File: src/rtl/uno_seq_if.sv
// uno_seq_if: request/response handshake bundle between the array
// controller (master) and the uno_seq sequencer (slave).
interface uno_seq_if #(
  parameter int MAC_BW = 12
) ();
  localparam int ACC_W = 2*MAC_BW+4;

  logic                  req_valid;
  logic                  req_ready;
  logic [1:0]            req_op;
  logic [MAC_BW-1:0]     req_x;
  logic [MAC_BW-1:0]     req_y;
  logic [2*MAC_BW-1:0]   req_z;
  logic                  req_last;
  logic                  rsp_valid;
  logic                  rsp_ready;
  logic [ACC_W-1:0]      rsp_data;

  modport master (
    output req_valid, req_op, req_x, req_y,
    output req_z, req_last, rsp_ready,
    input  req_ready, rsp_valid, rsp_data
  );

  modport slave (
    input  req_valid, req_op, req_x, req_y,
    input  req_z, req_last, rsp_ready,
    output req_ready, rsp_valid, rsp_data
  );
endinterface

File: src/rtl/uno_seq.sv
// uno_seq: control sequencer for the unified MAC/div/exp/log PE.
// Streams MAC beats or Horner steps to the PE and returns its result.
module uno_seq #(
  parameter int MAC_BW    = 12,
  parameter int MAX_TERMS = 8
) (
  input  logic                         clk,
  input  logic                         rst,
  input  logic                         cfg_we,
  input  logic                         cfg_len_we,
  input  logic [1:0]                   cfg_op,
  input  logic [$clog2(MAX_TERMS)-1:0] cfg_idx,
  input  logic [MAC_BW-1:0]            cfg_data,
  output logic                         cfg_ready,
  uno_seq_if.slave                     bus,
  output logic [1:0]                   pe_op,
  output logic [MAC_BW-1:0]            pe_x,
  output logic [MAC_BW-1:0]            pe_y,
  output logic [2*MAC_BW-1:0]          pe_z,
  output logic [MAC_BW-1:0]            pe_coeff,
  output logic                         pe_first_cycle,
  output logic                         pe_last_cycle,
  output logic                         pe_acc_en,
  input  logic [2*MAC_BW+3:0]          pe_out
);
  localparam int IW    = $clog2(MAX_TERMS);
  localparam int ACC_W = 2*MAC_BW+4;
  localparam logic [3:0] LMAX = 4'(MAX_TERMS);

  typedef enum logic [2:0] {
    IDLE, MAC_RUN, POLY, CAPT, RESP
  } state_t;

  state_t              state_q, state_d;
  logic [1:0]          op_q, op_d;
  logic [MAC_BW-1:0]   x_q, x_d;
  logic [MAC_BW-1:0]   y_q, y_d;
  logic [3:0]          len_q, len_d;
  logic [3:0]          k_q, k_d;
  logic [3:0]          k_n;
  logic                drain_q, drain_d;
  logic                rsp_valid_q, rsp_valid_d;
  logic [ACC_W-1:0]    rsp_data_q, rsp_data_d;
  logic [1:0]          pe_op_q, pe_op_d;
  logic [MAC_BW-1:0]   pe_x_q, pe_x_d;
  logic [MAC_BW-1:0]   pe_y_q, pe_y_d;
  logic [2*MAC_BW-1:0] pe_z_q, pe_z_d;
  logic [MAC_BW-1:0]   pe_coeff_q, pe_coeff_d;
  logic                pe_first_q, pe_first_d;
  logic                pe_last_q, pe_last_d;
  logic                pe_acc_en_q, pe_acc_en_d;
  logic [MAC_BW-1:0]   tab_q [4][MAX_TERMS];
  logic [MAC_BW-1:0]   tab_d [4][MAX_TERMS];
  logic [3:0]          len_tab_q [4];
  logic [3:0]          len_tab_d [4];
  logic                req_ready;
  logic                req_fire;
  logic [3:0]          len_raw;
  logic [3:0]          len_clamp;

  assign req_ready = (state_q == IDLE) || (state_q == MAC_RUN);
  assign req_fire  = bus.req_valid && req_ready;
  assign cfg_ready = (state_q == IDLE);
  assign len_raw   = cfg_data[3:0];
  assign len_clamp = (len_raw < 4'd2) ? 4'd2 :
                     (len_raw > LMAX) ? LMAX : len_raw;

  assign bus.req_ready = req_ready;
  assign bus.rsp_valid = rsp_valid_q;
  assign bus.rsp_data  = rsp_data_q;
  assign pe_op          = pe_op_q;
  assign pe_x           = pe_x_q;
  assign pe_y           = pe_y_q;
  assign pe_z           = pe_z_q;
  assign pe_coeff       = pe_coeff_q;
  assign pe_first_cycle = pe_first_q;
  assign pe_last_cycle  = pe_last_q;
  assign pe_acc_en      = pe_acc_en_q;

  // Next-state, next PE drive and table updates; PE drive defaults to idle
  always_comb begin
    state_d     = state_q;
    op_d        = op_q;
    x_d         = x_q;
    y_d         = y_q;
    len_d       = len_q;
    k_d         = k_q;
    drain_d     = drain_q;
    rsp_valid_d = rsp_valid_q;
    rsp_data_d  = rsp_data_q;
    pe_op_d     = '0;
    pe_x_d      = '0;
    pe_y_d      = '0;
    pe_z_d      = '0;
    pe_coeff_d  = '0;
    pe_first_d  = 1'b0;
    pe_last_d   = 1'b0;
    pe_acc_en_d = 1'b0;
    tab_d       = tab_q;
    len_tab_d   = len_tab_q;
    k_n         = k_q + 4'd1;

    if (cfg_ready && cfg_op != 2'b00) begin
      if (cfg_we)     tab_d[cfg_op][cfg_idx] = cfg_data;
      if (cfg_len_we) len_tab_d[cfg_op] = len_clamp;
    end

    unique case (state_q)
      IDLE: begin
        if (req_fire) begin
          if (bus.req_op == 2'b00) begin
            pe_x_d  = bus.req_x;
            pe_y_d  = bus.req_y;
            pe_z_d  = bus.req_z;
            drain_d = bus.req_last;
            state_d = bus.req_last ? CAPT : MAC_RUN;
          end else begin
            op_d       = bus.req_op;
            x_d        = bus.req_x;
            y_d        = bus.req_y;
            len_d      = len_tab_q[bus.req_op];
            k_d        = '0;
            pe_op_d    = bus.req_op;
            pe_x_d     = bus.req_x;
            pe_y_d     = bus.req_y;
            pe_coeff_d = tab_q[bus.req_op][0];
            pe_first_d = 1'b1;
            state_d    = POLY;
          end
        end
      end
      MAC_RUN: begin
        pe_acc_en_d = 1'b1;
        if (req_fire) begin
          pe_x_d = bus.req_x;
          pe_y_d = bus.req_y;
          if (bus.req_last) begin
            drain_d = 1'b1;
            state_d = CAPT;
          end
        end
      end
      POLY: begin
        if (k_q == len_q - 4'd1) begin
          state_d = CAPT;
        end else begin
          k_d        = k_n;
          pe_op_d    = op_q;
          pe_x_d     = x_q;
          pe_y_d     = y_q;
          pe_coeff_d = tab_q[op_q][k_n[IW-1:0]];
          pe_last_d  = (k_n == len_q - 4'd1);
        end
      end
      CAPT: begin
        // The final MAC beat is still on the PE inputs; wait one cycle
        if (drain_q) begin
          drain_d = 1'b0;
        end else begin
          rsp_data_d  = pe_out;
          rsp_valid_d = 1'b1;
          state_d     = RESP;
        end
      end
      RESP: begin
        if (bus.rsp_ready) begin
          rsp_valid_d = 1'b0;
          state_d     = IDLE;
        end
      end
      default: state_d = IDLE;
    endcase
  end

  // State, registered PE drive and coefficient tables
  always_ff @(posedge clk) begin
    if (rst) begin
      state_q     <= IDLE;
      op_q        <= '0;
      x_q         <= '0;
      y_q         <= '0;
      len_q       <= 4'd2;
      k_q         <= '0;
      drain_q     <= 1'b0;
      rsp_valid_q <= 1'b0;
      rsp_data_q  <= '0;
      pe_op_q     <= '0;
      pe_x_q      <= '0;
      pe_y_q      <= '0;
      pe_z_q      <= '0;
      pe_coeff_q  <= '0;
      pe_first_q  <= 1'b0;
      pe_last_q   <= 1'b0;
      pe_acc_en_q <= 1'b0;
      for (int i = 0; i < 4; i++) begin
        len_tab_q[i] <= 4'd2;
        for (int j = 0; j < MAX_TERMS; j++)
          tab_q[i][j] <= '0;
      end
    end else begin
      state_q     <= state_d;
      op_q        <= op_d;
      x_q         <= x_d;
      y_q         <= y_d;
      len_q       <= len_d;
      k_q         <= k_d;
      drain_q     <= drain_d;
      rsp_valid_q <= rsp_valid_d;
      rsp_data_q  <= rsp_data_d;
      pe_op_q     <= pe_op_d;
      pe_x_q      <= pe_x_d;
      pe_y_q      <= pe_y_d;
      pe_z_q      <= pe_z_d;
      pe_coeff_q  <= pe_coeff_d;
      pe_first_q  <= pe_first_d;
      pe_last_q   <= pe_last_d;
      pe_acc_en_q <= pe_acc_en_d;
      tab_q       <= tab_d;
      len_tab_q   <= len_tab_d;
    end
  end
endmodule

File: src/flat_wrapper.sv
// flat-port wrapper written by rule: the top's interface ports become plain ports
module uno_seq_flat 
#(
  parameter int MAC_BW    = 12,
  parameter int MAX_TERMS = 8
)
  (clk, rst, cfg_we, cfg_len_we, cfg_op, cfg_idx, cfg_data, cfg_ready, pe_op, pe_x, pe_y, pe_z, pe_coeff, pe_first_cycle, pe_last_cycle, pe_acc_en, pe_out, bus_req_valid, bus_req_op, bus_req_x, bus_req_y, bus_req_z, bus_req_last, bus_rsp_ready, bus_req_ready, bus_rsp_valid, bus_rsp_data);
  uno_seq_if #(.MAC_BW(MAC_BW)) bus_i ();
  input  logic clk;
  input  logic rst;
  input  logic cfg_we;
  input  logic cfg_len_we;
  input  logic [1:0] cfg_op;
  input  logic [$clog2(MAX_TERMS)-1:0] cfg_idx;
  input  logic [MAC_BW-1:0] cfg_data;
  output logic cfg_ready;
  output logic [1:0] pe_op;
  output logic [MAC_BW-1:0] pe_x;
  output logic [MAC_BW-1:0] pe_y;
  output logic [2*MAC_BW-1:0] pe_z;
  output logic [MAC_BW-1:0] pe_coeff;
  output logic pe_first_cycle;
  output logic pe_last_cycle;
  output logic pe_acc_en;
  input  logic [2*MAC_BW+3:0] pe_out;
  input wire logic [$bits(bus_i.req_valid)-1:0] bus_req_valid;
  input wire logic [$bits(bus_i.req_op)-1:0] bus_req_op;
  input wire logic [$bits(bus_i.req_x)-1:0] bus_req_x;
  input wire logic [$bits(bus_i.req_y)-1:0] bus_req_y;
  input wire logic [$bits(bus_i.req_z)-1:0] bus_req_z;
  input wire logic [$bits(bus_i.req_last)-1:0] bus_req_last;
  input wire logic [$bits(bus_i.rsp_ready)-1:0] bus_rsp_ready;
  output wire logic [$bits(bus_i.req_ready)-1:0] bus_req_ready;
  output wire logic [$bits(bus_i.rsp_valid)-1:0] bus_rsp_valid;
  output wire logic [$bits(bus_i.rsp_data)-1:0] bus_rsp_data;
  assign bus_i.req_valid = bus_req_valid;
  assign bus_i.req_op = bus_req_op;
  assign bus_i.req_x = bus_req_x;
  assign bus_i.req_y = bus_req_y;
  assign bus_i.req_z = bus_req_z;
  assign bus_i.req_last = bus_req_last;
  assign bus_i.rsp_ready = bus_rsp_ready;
  assign bus_req_ready = bus_i.req_ready;
  assign bus_rsp_valid = bus_i.rsp_valid;
  assign bus_rsp_data = bus_i.rsp_data;
  uno_seq #(.MAC_BW(MAC_BW), .MAX_TERMS(MAX_TERMS)) u_core (.clk(clk), .rst(rst), .cfg_we(cfg_we), .cfg_len_we(cfg_len_we), .cfg_op(cfg_op), .cfg_idx(cfg_idx), .cfg_data(cfg_data), .cfg_ready(cfg_ready), .bus(bus_i), .pe_op(pe_op), .pe_x(pe_x), .pe_y(pe_y), .pe_z(pe_z), .pe_coeff(pe_coeff), .pe_first_cycle(pe_first_cycle), .pe_last_cycle(pe_last_cycle), .pe_acc_en(pe_acc_en), .pe_out(pe_out));
endmodule
File: config.mk
export PLATFORM = sky130hd
export DESIGN_NAME = uno_seq_flat
export DESIGN_NICKNAME = d
export VERILOG_FILES = /design/src/rtl/uno_seq_if.sv /design/src/rtl/uno_seq.sv /design/src/flat_wrapper.sv
export SDC_FILE = /design/constraint.sdc
export NUM_CORES = 1
export LEC_CHECK = 0
export ABC_AREA = 1
export CELL_PAD_IN_SITES_DETAIL_PLACEMENT = 0
export CELL_PAD_IN_SITES_GLOBAL_PLACEMENT = 1
export CORE_UTILIZATION = 40
export DETAILED_ROUTE_END_ITERATION = 12
export PLACE_DENSITY_LB_ADDON = 0.08
export SYNTH_ARGS = -nofsm -noshare
export SYNTH_HDL_FRONTEND = slang
export SYNTH_SLANG_ARGS = --single-unit
File: constraint.sdc
create_clock -name clk -period 2.6 [get_ports clk]
set_input_delay 0.39 -clock clk [delete_from_list [all_inputs] [get_ports clk]]
set_output_delay 0.39 -clock clk [all_outputs]
set_load 0.01 [all_outputs]
# Word level (Yosys, flattened, before mapping)
# Cells that the tools add are included.
# word_totals
output_inout_bits,96
inputBits,102
word_cells,171
ff_bits,532
# classes
muxes,59
n_reduce_logical,23
magnitude_cmp,9
eq_ne,15
n_bitwise,10
n_addsub,2
# ops
operator,count
$mux 96,5
$bmux 96 s2,2
$bwmux 384,1
$demux 96 s2,1
$mux 12,10
$pmux 12 s2,3
$bmux 12 s3,1
$demux 12 s3,1
$mux 4,8
$mux 3,7
$bwmux 16,1
$pmux 3 s5,1
$ne 2x2->1 const B,7
$ge 3x3->1 const B,3
$not 2->3,3
$bmux 4 s2,1
$demux 4 s2,1
$eq 4x4->1,2
$ge 4x4->1 const B,2
$mux 1,8
$mux 2,4
$not 3->4,2
$pmux 4 s2,1
$eq 3x2->1 const B,2
other kinds (27),41

# Longest topological paths before layout
# Gate-level depths: netlist of the first run.
# logic_depth
depth_word,9
mapped_depth,14
depth_no_buf,14

# Worst setup path after synthesis of the first run
# No wires, ideal clock.
# synth_timing
kind,register -> register
startpoint,register u_core.len_q[0]
endpoint,"register u_core.pe_coeff_q[0], in the netlist u_core.pe_coeff[0]"
slack_ns,0.815
setup_ns,0.072
path_stages_with_launch,12
period_less_slack_ns,1.785
arrival_ns,1.713
n_path_buf,1
required_time_ns,2.528
path_cell_list,dfxtp_1 > inv_1 > ha_1 > xor2_1 > nand2_1 > nor2_1 > nand2_1 > nand2_1 > inv_1 > buf_1 > nand3_1 > a21oi_1
# synth_between
elab_chain_cells,4
# synth_rtl
item,line_no,text
"start, declared",uno_seq.sv:38,"logic [3:0] len_q, len_d;"
"start signal, assigned",uno_seq.sv:205,len_q <= len_d;
$sub 4x1->4,uno_seq.sv:144,if (k_q == len_q - 4'd1) begin
$eq 4x4->1,uno_seq.sv:144,
$mux 12,uno_seq.sv:144,
$pmux 12 s2,uno_seq.sv:108,unique case (state_q)
"end signal, assigned",uno_seq.sv:214,pe_coeff_q <= pe_coeff_d;
"end, declared",uno_seq.sv:48,"logic [MAC_BW-1:0] pe_coeff_q, pe_coeff_d;"
# Every way passes these cells.
# A chain may end at the register's enable or synchronous reset.

# Worst setup path in the final report of the first run
# layout_timing
startpoint,register u_core.state_q[2]
endpoint,output cfg_ready
# layout_between
elab_chain_cells,1
# layout_rtl
item,line_no,text
"start, declared",uno_seq.sv:34,"state_t state_q, state_d;"
"start signal, assigned",uno_seq.sv:201,state_q <= state_d;
$logic_not 3->1,uno_seq.sv:63,assign cfg_ready = (state_q == IDLE);
"end, declared",flat_wrapper.sv:16,output logic cfg_ready;
# Every way passes these cells.

==> summary.txt, run 1 <==
Run status
  • Status: finished clean

CTS
  • Root Driver: clkbuf_16
  • CTS clk-pin slew, worst paths: 60 ps
  • # Post-CTS Setup Buffers: 0
  • TritonCTS buffer count: 58
  • Skew-Pair Late Insertion Delay: 620 ps
  • Hold-fix buffers, CTS: 0
  • Clk buf depth: 3
  • CTS tree: built
  • H-tree levels: 2
  • Clock Sinks: 532

Worst hold path
  • Min-delay worst type: primary input to flop

Final layout
  • Area of the multi-input gates: 9140 um2
  • Layout area overhead: 22.7%
  • Layout cells sized above 1: 7.00%
  • Reg area: 10700 um2
  • Antenna cells: 0
  • NumNets Final: 3362
  • Fill count: 5360

Timing
  • Worst-margin pin slew: 686 ps
  • RSZ-0062 raised after global routing: false
  • Setup Skew: 13.0 ps
  • # setup viols final: 0
  • Fmax: 409 MHz
  • Fraction of the cycle the final worst path needs: 94.0%
  • Shortest period the worst path allows: 2440 ps
  • TNS Setup: 0 ps
  • Relative slew slack: 53.9%
  • Number of max-slew violations in the final report: 0
  • Final number of hold-violating endpoints: 0

Synth
  • Top FF cell, synth: dfxtp_1
  • Post-synthesis register bit count: 532
  • Sequential share of the synthesized area: 48.3%
  • EDFF count, synth: 0
  • Synth top area share: 48.3%
  • Yosys warns: 0
  • Synth cell types: 33
  • Syn avg cell area: 7.08 um2
  • Post-Syn Nets: 3222
  • Mapped Cells: 3118
  • Count leader, synth: nand2_1
  • Mapped cell area: 22100 um2
  • Top cells by area, synth: dfxtp_1, nand2_1, a21oi_1, o21ai_0, nand3_1
  • Ys async rst share: 0%
  • Top cells by count, synth: nand2_1, dfxtp_1, a21oi_1
  • Cell taking the most area after synthesis: dfxtp_1

GRT
  • Largest net degree at the start of global routing: 112
  • Total grt overflow: 0
  • First-pass GRT wire length: 116 mm
  • Vias in the first global route: 19300
  • Antenna violations before repair: 0
  • Gr usage total: 26.5%

Placed design
  • Routability Congestion: 0.829
  • Post-DP HPWL: 47.8 mm
  • Port buffer count: 197

Setup path
  • Slowest Stage Delay on Critical Path: 550 ps
  • Crit path launch type: flop
  • Critical path data required time: 2210 ps
  • WP buf/inv: 2
  • Delay-heaviest family, CP: buffers and inverters
  • Worst path cell trace: nor2_4 -> nand2_4 -> inv_1 -> clkdlybuf4s50_1
  • Worst EP arrival: 2050 ps
  • Setup crit end kind: output port
  • Critical path fanouts, max: 7
  • Slowest cell on the critical path: clkdlybuf4s50_1
  • WS Path Type: flop to output port

Routing
  • DRT Pass-1 Iters: 5
  • Drt initial violations: 1889
  • Final ANT Viol Nets: 0
  • Vias/cell: 5.20
  • DR WL/cell: 18.7 um
  • DR vias: 20800
  • # DRC: 0
  • DRT Wirelength: 74.9 mm

Power
  • Pleak: 10.0 nW
  • Total Power: 0.0220 W
  • Max VDD drop: 0.565 mV
  • PD cells: 811 nW/um2

Floorplanning
  • Die Area: 56100 um2
  • Core Area: 54100 um2
  • Initial Util: 40.8%
  • Die H: 237 um
  • I/O pin count: 198
  • Std-Cell Rows: 85
  • Die X: 237 um

Run
  • Max-Cap Viols: 0
metrics by stage:
stage | cell area (um2) | util (%) | hold WS, ps | cells | worst slack (ps)
6_report | 27100 | 50.0 | 249 | 3997 | 157
3_5_place_dp | 25200 | 46.5 | 412 | 3894 | 190
2_1_floorplan | 22100 | - | 400 | 3118 | 815
3_3_place_gp | 25200 | 46.5 | 410 | 3894 | 187
5_1_grt | 27100 | 50.0 | 269 | 3997 | 38.1
4_1_cts | 27100 | 50.0 | 226 | 3997 | 51.6
layout by cell type (no fill, tap or decap), types with 2 or more instances in the layout:
master | netlist | layout
nand2_1 | 601 | 601
dfxtp_1 | 532 | 529
a21oi_1 | 387 | 387
o21ai_0 | 378 | 378
nand3_1 | 357 | 357
inv_1 | 345 | 343
nor2_1 | 224 | 224
clkdlybuf4s50_1 | 0 | 196
buf_4 | 0 | 91
clkbuf_16 | 0 | 59
buf_12 | 0 | 24
clkinv_2 | 0 | 13
clkbuf_8 | 0 | 13
clkinv_1 | 11 | 11
clkbuf_1 | 153 | 11
nor3_4 | 8 | 8
nor3_1 | 5 | 5
bufinv_16 | 0 | 5
xor2_1 | 4 | 4
nand4_1 | 4 | 4
a31oi_1 | 4 | 4
inv_2 | 3 | 3
nand3b_1 | 3 | 3
o211ai_1 | 3 | 3
or2_2 | 3 | 3
o21ai_1 | 3 | 3
inv_6 | 0 | 3
ha_1 | 2 | 2
dfxtp_4 | 0 | 2
final cells by class:
type,instances,share of cell area [%]
Timing Repair Buffer,311,11.5
Clock inverter,20,0.859
Sequential cell,532,39.4
Inverter,359,5.02
Clock buffer,83,6.26
Multi-Input combinational cell,1996,33.7
Tap cell,696,3.22
sequential cells by signal (all words and copies together) (netlist names), 16 cells and up:
register and flops:
u_core.bus.rsp_data 28, u_core.tab_q 384, u_core.len_tab_q 16, u_core.pe_z 24
power breakdown:
part / leakage (nW) / internal [W] / switching [W]
combinational: 4.75 / 0.00160 / 0.00322
clock: 0.964 / 0.00500 / 0.00344
sequential: 4.30 / 0.00851 / 0.000200
layer usage:
layer / global-route usage (%) / part of all wire [%]
met5: 0 / 0
met2: 41.5 / 44
met1: 37.7 / 47
met3: 3.37 / 5.9
met4: 8.84 / 3.0
logic make-up (layout without fill, tap and decap cells):
group                      after synthesis  after routing  share of synthesized area [%]
DFF                                    532            532                           48.3
AOI/OAI and AO/OA                      779            779                           17.8
xor gates and xnor gates                 5              5                          0.198
buffers and inverters                  590            773                           10.3
adders and majority gates                2              2                          0.113
and+or+nand+nor                       1210           1210                           23.3
what timing repair did:
item / CTS / global route
setup endpoints to repair: 0 / 1
resized for setup: 0 / 1
endpoints found under the hold margin: 0 / 0
worst register-to-register path, delay by kind of cell, from the launching register on:
| kind | cells | cell delay (ps) |
|---|---|---|
| adder cells (fa/ha/maj) | 1 | 350 |
| AO/OA/AOI/OAI | 1 | 110 |
| buffers and inverters | 3 | 740 |
| AND/OR/NAND/NOR | 4 | 540 |
| flip-flops | 1 | 390 |
path summary, 6_finish.rpt:
| check | depth (start not counted) | from | slack, ps | to |
|---|---|---|---|---|
| max | 4 | u_core.state_q[2]$_SDFFE_PP0P_ | 160 | cfg_ready |
| max reg2reg | 9 | u_core.k_q[0]$_SDFFE_PP0P_ | 340 | u_core.pe_coeff[9]$_SDFF_PP0_ |
| min reg2reg | 2 | u_core.tab_q[328]$_SDFFE_PP0P_ | 420 | u_core.tab_q[328]$_SDFFE_PP0P_ |
| min | 2 | rst | 250 | u_core.tab_q[350]$_SDFFE_PP0P_ |
(Power assumes the default switching activity.)
==> inputs of run 2 (changes only) <==
--- a/config.mk
+++ b/config.mk
@@ -9,6 +9,7 @@
 export CELL_PAD_IN_SITES_DETAIL_PLACEMENT = 0
 export CELL_PAD_IN_SITES_GLOBAL_PLACEMENT = 1
 export CORE_UTILIZATION = 40
+export CTS_CLUSTER_DIAMETER = 120
 export DETAILED_ROUTE_END_ITERATION = 12
 export PLACE_DENSITY_LB_ADDON = 0.08
 export SYNTH_ARGS = -nofsm -noshare
==> results of run 2 <==
The final DEF is identical to that of run 1; final timing and power are the same.
